<file path="src/rtl/lab4_display_pkg.sv">
`default_nettype none
// ============================================================================
// Module      : lab4_display_pkg
// Description : Shared types and constants for the lab4 seven-segment
//               display scanner. Provides the hex digit and segment types,
//               the all-off patterns for the common-anode display, and the
//               active-low hex-to-segment table.
// Contents    : digit_t, seg_t, SEG_BLANK, AN_OFF, SEG_TABLE
// Revision    : 1.0 - initial release
// ============================================================================
package lab4_display_pkg;

    typedef logic [3:0] digit_t;
    typedef logic [6:0] seg_t;

    // Everything active-low, so all ones means dark.
    localparam seg_t       SEG_BLANK = 7'b1111111;
    localparam logic [3:0] AN_OFF    = 4'b1111;

    // Bit order is g..a (bit 6 = g, bit 0 = a); a 0 lights the segment.
    localparam seg_t SEG_TABLE [16] = '{
        7'b1000000,  // 0
        7'b1111001,  // 1
        7'b0100100,  // 2
        7'b0110000,  // 3
        7'b0011001,  // 4
        7'b0010010,  // 5
        7'b0000010,  // 6
        7'b1111000,  // 7
        7'b0000000,  // 8
        7'b0010000,  // 9
        7'b0001000,  // A
        7'b0000011,  // b
        7'b1000110,  // C
        7'b0100001,  // d
        7'b0000110,  // E
        7'b0001110   // F
    };

endpackage : lab4_display_pkg
`default_nettype wire

</file>
<file path="src/rtl/hex_to_seven_seg.sv">
`default_nettype none
// ============================================================================
// Module      : hex_to_seven_seg
// Description : Combinational hex nibble to active-low seven-segment decode.
// Ports       : i_digit - 4-bit hex code
//               o_seg   - segments g..a, active-low
// Revision    : 1.0 - initial release
// ============================================================================
module hex_to_seven_seg
    import lab4_display_pkg::*;
(
    input  digit_t i_digit,
    output seg_t   o_seg
);

    assign o_seg = SEG_TABLE[i_digit];

endmodule : hex_to_seven_seg
`default_nettype wire

</file>
<file path="src/rtl/lab4_display_scanner.sv">
`default_nettype none
// ============================================================================
// Module      : lab4_display_scanner
// Description : Time-multiplexes four hex digits onto a 4-digit common-anode
//               seven-segment display. Each digit slot starts with a blanking
//               interval, leading zeros can be suppressed, and new values are
//               double-buffered so they only take effect at a frame boundary.
// Ports       : clk        - system clock, rising edge
//               reset      - synchronous active-high reset
//               display_on - 0 darkens the display, scanning continues
//               lz_blank   - 1 suppresses leading zeros on digits 3..1
//               upd_valid  - producer offers upd_data
//               upd_data   - digit3..digit0 in [15:12]..[3:0]
//               upd_ready  - shadow buffer free
//               frame_done - one-cycle pulse at each frame wrap
//               an         - anode enables, active-low, an[0] rightmost
//               cathode    - segments g..a, active-low
// Revision    : 1.0 - initial release
// ============================================================================
module lab4_display_scanner
    import lab4_display_pkg::*;
#(
    parameter int REFRESH_DIV  = 100000,
    parameter int BLANK_CYCLES = 1000
) (
    input  logic        clk,
    input  logic        reset,
    input  logic        display_on,
    input  logic        lz_blank,
    input  logic        upd_valid,
    input  logic [15:0] upd_data,
    output logic        upd_ready,
    output logic        frame_done,
    output logic [3:0]  an,
    output logic [6:0]  cathode
);

    localparam int                 c_CNT_W     = $clog2(REFRESH_DIV);
    localparam logic [c_CNT_W-1:0] c_CNT_MAX   = c_CNT_W'(REFRESH_DIV - 1);
    localparam logic [c_CNT_W-1:0] c_BLANK_END = c_CNT_W'(BLANK_CYCLES);

    localparam logic [0:0] c_ST_BLANK = 1'b0;
    localparam logic [0:0] c_ST_SHOW  = 1'b1;

    logic [c_CNT_W-1:0] r_cnt;
    logic [1:0]         r_digit;
    logic [15:0]        r_active;
    logic [15:0]        r_shadow;
    logic               r_pending;
    logic               r_frame_done;
    logic [3:0]         r_an;
    logic [6:0]         r_cathode;

    logic               w_slot_end;
    logic               w_frame_wrap;
    logic               w_xfer;
    logic               w_load;
    logic [c_CNT_W-1:0] w_cnt_nxt;
    logic [1:0]         w_digit_nxt;
    logic [15:0]        w_active_nxt;
    logic [0:0]         w_state_nxt;
    digit_t             w_nibble;
    seg_t               w_seg;
    logic [3:0]         w_lz_mask;
    logic               w_suppress;
    logic [3:0]         w_an_nxt;
    logic [6:0]         w_cathode_nxt;

    // ------------------------------------------------------------------
    // Next-state values. The output registers are loaded from these so
    // that an/cathode always correspond to the cnt/digit currently held.
    // ------------------------------------------------------------------
    assign w_slot_end   = (r_cnt == c_CNT_MAX);
    assign w_frame_wrap = w_slot_end && (r_digit == 2'd3);
    assign w_xfer       = upd_valid && !r_pending;
    // Only a value already sitting in the shadow moves to active; a
    // transfer landing on the wrap edge waits for the following wrap.
    assign w_load       = w_frame_wrap && r_pending;

    assign w_cnt_nxt    = w_slot_end ? '0 : r_cnt + 1'b1;
    assign w_digit_nxt  = w_slot_end ? r_digit + 2'd1 : r_digit;
    assign w_active_nxt = w_load ? r_shadow : r_active;
    assign w_state_nxt  = (w_cnt_nxt < c_BLANK_END) ? c_ST_BLANK : c_ST_SHOW;

    always_comb begin
        w_nibble = w_active_nxt[3:0];
        case (w_digit_nxt)
            2'd0:    w_nibble = w_active_nxt[3:0];
            2'd1:    w_nibble = w_active_nxt[7:4];
            2'd2:    w_nibble = w_active_nxt[11:8];
            default: w_nibble = w_active_nxt[15:12];
        endcase
    end

    hex_to_seven_seg u_decode (
        .i_digit (w_nibble),
        .o_seg   (w_seg)
    );

    // A digit is a leading zero when it and every digit above it is zero.
    // Digit 0 always lights so a zero value still reads "0".
    assign w_lz_mask[3] = (w_active_nxt[15:12] == 4'h0);
    assign w_lz_mask[2] = w_lz_mask[3] && (w_active_nxt[11:8] == 4'h0);
    assign w_lz_mask[1] = w_lz_mask[2] && (w_active_nxt[7:4] == 4'h0);
    assign w_lz_mask[0] = 1'b0;

    assign w_suppress = lz_blank && w_lz_mask[w_digit_nxt];

    always_comb begin
        w_an_nxt      = AN_OFF;
        w_cathode_nxt = SEG_BLANK;
        if (display_on && (w_state_nxt == c_ST_SHOW) && !w_suppress) begin
            w_an_nxt      = ~(4'b0001 << w_digit_nxt);
            w_cathode_nxt = w_seg;
        end
    end

    // ------------------------------------------------------------------
    // Registers
    // ------------------------------------------------------------------
    always_ff @(posedge clk) begin
        if (reset) begin
            r_cnt        <= '0;
            r_digit      <= 2'd0;
            r_active     <= 16'h0000;
            r_shadow     <= 16'h0000;
            r_pending    <= 1'b0;
            r_frame_done <= 1'b0;
            r_an         <= AN_OFF;
            r_cathode    <= SEG_BLANK;
        end else begin
            r_cnt        <= w_cnt_nxt;
            r_digit      <= w_digit_nxt;
            r_active     <= w_active_nxt;
            r_frame_done <= w_frame_wrap;
            r_an         <= w_an_nxt;
            r_cathode    <= w_cathode_nxt;
            // w_xfer needs pending=0 and w_load needs pending=1, so at
            // most one of these fires on any edge.
            if (w_xfer) begin
                r_shadow  <= upd_data;
                r_pending <= 1'b1;
            end else if (w_load) begin
                r_pending <= 1'b0;
            end
        end
    end

    assign upd_ready  = !r_pending;
    assign frame_done = r_frame_done;
    assign an         = r_an;
    assign cathode    = r_cathode;

endmodule : lab4_display_scanner
`default_nettype wire
</file>
<file path="config.mk">
export PLATFORM = sky130hd
export DESIGN_NAME = lab4_display_scanner
export DESIGN_NICKNAME = d
export VERILOG_FILES = /design/src/rtl/lab4_display_pkg.sv /design/src/rtl/hex_to_seven_seg.sv /design/src/rtl/lab4_display_scanner.sv
export SDC_FILE = /design/constraint.sdc
export NUM_CORES = 1
export LEC_CHECK = 0
export ABC_AREA = 1
export CAP_MARGIN = 10
export CORE_MARGIN = 3
export CORE_UTILIZATION = 50
export CTS_BUF_LIST = sky130_fd_sc_hd__clkbuf_4
export DETAILED_ROUTE_END_ITERATION = 10
export DONT_BUFFER_PORTS = 1
export PLACE_DENSITY = 0.72
export SLEW_MARGIN = 0
export SYNTH_ARGS = -nofsm -noshare
export SYNTH_HDL_FRONTEND = slang
export SYNTH_SLANG_ARGS = --single-unit
</file>
<file path="constraint.sdc">
create_clock -name clk -period 4.9 [get_ports clk]
set_input_delay 0.98 -clock clk [delete_from_list [all_inputs] [get_ports clk]]
set_output_delay 0.98 -clock clk [all_outputs]
set_load 0.005 [all_outputs]
</file>
==> run summary <==
Status: completed
Most common cell in the synthesized netlist: nand2_1
Top cell by count, worst path: nand2_1
Antenna diodes: 0
Antenna Nets Post-Route: 0
Seq/Total Area, Yosys: 0.400
Die Footprint: 0.00739 mm2
Total CTS buffers: 9
Die Ht: 86.0 um
Via density: 5.26
WL final: 7.06 mm
Synth cell count leaders: 116 x nand2_1, 86 x nor2_1, 64 x dfxtp_1
Worst Skew: 0.0117 ns
Proportion of layout cells with a drive suffix above 1: 0.108
Syn avg cell area: 6.94 um2
Number of global-route vias before repair: 2631
Fillers: 602
Crit share post-route: 0.567
Worst endpoint required time: 5.20 ns
RSZ-0062 raised after global routing: no
Max Cap Viol: 0
DRT iter0 DRCs: 169
Core ar.: 0.00606 mm2
Fmax: 0.360 GHz
Worst R2R Start: r_cnt[0]
Initial core utilization: 0.528
Crit-path cells: ha_1, nand2_1, nor2_4, nand3_2, nor2_4, nand3_4, nand2_1, nand2_1, nand2_1, nand4_1, inv_1, ha_1, inv_1, nand2_1, nand2_1, a21oi_1, nand2_1
Rel. slew slack: 0.448
Endpoints failing setup: 0
Crit path launch: r_cnt[0]
Hold Crit Class: flop to flop
Hold_buf cts: 0
Initial antenna violation count: 0
Reg-to-reg setup timing slack: 2.12 ns
Post-synth EDFFs: 0
Syn Std Cell Area: 0.00320 mm2
Clk pin slew, worst setup/hold paths: 0.12 ns
Startpoint Class: flop
CTS sink cnt: 64
Primary FF master, synth: dfxtp_1
WL per Instance: 13.1 um
Drt pass-1 iters: 5
Post-Synthesis Cells: 461
Minimum clock period: 2.78 ns
Lkg Pwr: 1.44 nW
I/O Pins: 34
Total GRT Usage: 0.212
Placed Cells: 523
Worst r2r path cells: 17
IO buf count: 0
Synth-to-Final Area Change: 5.40%
PwrDens: 280 mW/mm2
Post-detail-place hpwl: 5.12 mm
Clock Tree Root: clkbuf_4
Reg2Reg Capture Point: cathode[5]
End point of the critical path: cathode[5]
Register area: 0.00128 mm2
Crit Path Max Fanout: 16
Htree depth: 3
Worst skew pair latency: 0.42 ns
Kind of critical path: flop to flop
Pin count of the biggest net entering global routing: 34
DR DRC count: 0
Setup crit end kind: flop
Via Count: 2835
Least-Margin Pin Slew: 0.825 ns
Post-synthesis register bit count: 64
Netlist cell types: 34
Synth async-reset ratio: 0
Syn nets: 489
Fin. Hold Viols: 0
Nets: 487
Area of the multi-input gates: 0.00168 mm2
Setup_tns: 0 ns
First-pass GRT wire length: 12.4 mm
Post-route non-filler standard cell count: 539
GPL Wtd Cong: 0.888
Top-area cell type share of the netlist area: 0.400
Crit path DAT: 3.08 ns
Main area contributors after synthesis: dfxtp_1 40%, nand2_1 14%, nor2_1 10%, nand3_1 4.7%, inv_1 4.1%
Die W: 86.0 um
PostCTS Resize Cnt: 0
Fin. max-slew vios: 0
Rows: 28
Slowest CP cell: dfxtp_1
Critical Path Max Stage Delay: 0.38 ns
CTS Buffer Depth: 2
Post-CTS Setup Repair Bufs: 0
Hold Slack: 0.473 ns
Peak supply drop: 163 uV
Synth warn: 0
Grt ovf: 0
Yosys top cell by area: dfxtp_1
TritonCTS clock tree: done
-- power by group --
part           switching (W)  leakage (nW)  internal [W]   total, W
combinational      0.0000168         0.850    0.00000856  0.0000254
sequential         0.0000103         0.520      0.000533   0.000543
clock               0.000215        0.0731      0.000160   0.000375
total               0.000242          1.44      0.000702   0.000944
-- cell type report --
type	count	share of cell area
clock buffer	9	0.0200
clock inverter	7	0.0237
inverter	44	0.0490
multi-input combinational	340	0.499
sequential	64	0.380
tap	75	0.0278
-- critical path, delay by kind of cell (launching register included) --
kind                     cells  cell delay, ns
adder cells (fa/ha/maj)      2            0.38
buffers and inverters        2            0.21
AND/OR/NAND/NOR             12            1.58
flip-flops                   1            0.38
AO/OA/AOI/OAI                1            0.12
-- how the worst min path moves through the flow --
stage                            start      endpoint  cells past startpoint
after floorplan               r_cnt[0]      r_cnt[0]                      1
after global placement        r_cnt[0]      r_cnt[0]                      1
after detailed placement      r_cnt[0]      r_cnt[0]                      1
after CTS                  r_active[3]   r_active[3]                      2
after global routing       r_active[2]   r_active[2]                      2
final                     r_active[11]  r_active[11]                      2
-- layer usage --
layer / track usage / wire [um] / up-vias
met3: 0.0500 / 382 / 7
met5: 0 / 0 / -
met4: 0.0849 / 97 / 0
li1: - / - / 1485
met2: 0.320 / 3170 / 72
met1: 0.290 / 3410 / 1271
-- per-stage QoR --
stage,worst slack (ns),utilization,power (W),instance area (um2)
6_report,2.12,0.556,0.000944,3370
5_1_grt,1.77,0.556,0.000989,3370
4_1_cts,2.14,0.556,0.000951,3370
3_5_place_dp,2.14,0.532,0.000581,3220
3_3_place_gp,2.23,0.532,0.000579,3220
2_1_floorplan,2.63,-,0.000577,3200
-- layout by cell type, fill, tap and decap left out, types with 3 or more instances in the layout --
cell type	count
nand4_1	19
ha_1	7
nor2_1	86
nand3_1	30
o21ai_1	3
nor2_4	4
o21ai_0	23
inv_1	35
clkbuf_4	9
nand3_2	4
nand2_2	8
dfxtp_1	64
o211ai_1	3
nor2_2	3
a21oi_1	14
inv_2	8
nand2_1	116
nor3_1	4
-- flip-flops by register name (all words and copies together) (netlist names) --
register,count
r_cnt,17
r_active,16
r_shadow,16
cathode,7
an,4
r_digit,2
frame_done,1
r_pending,1
-- cells by family after synthesis --
kind of cell	synth area share
AND/OR/NAND/NOR	0.413
flip-flops	0.400
buffers and inverters	0.0731
AO/OA/AOI/OAI	0.0778
adder cells (fa/ha/maj)	0.0274
XOR/XNOR	0.00821
(Power assumes the default switching activity.)
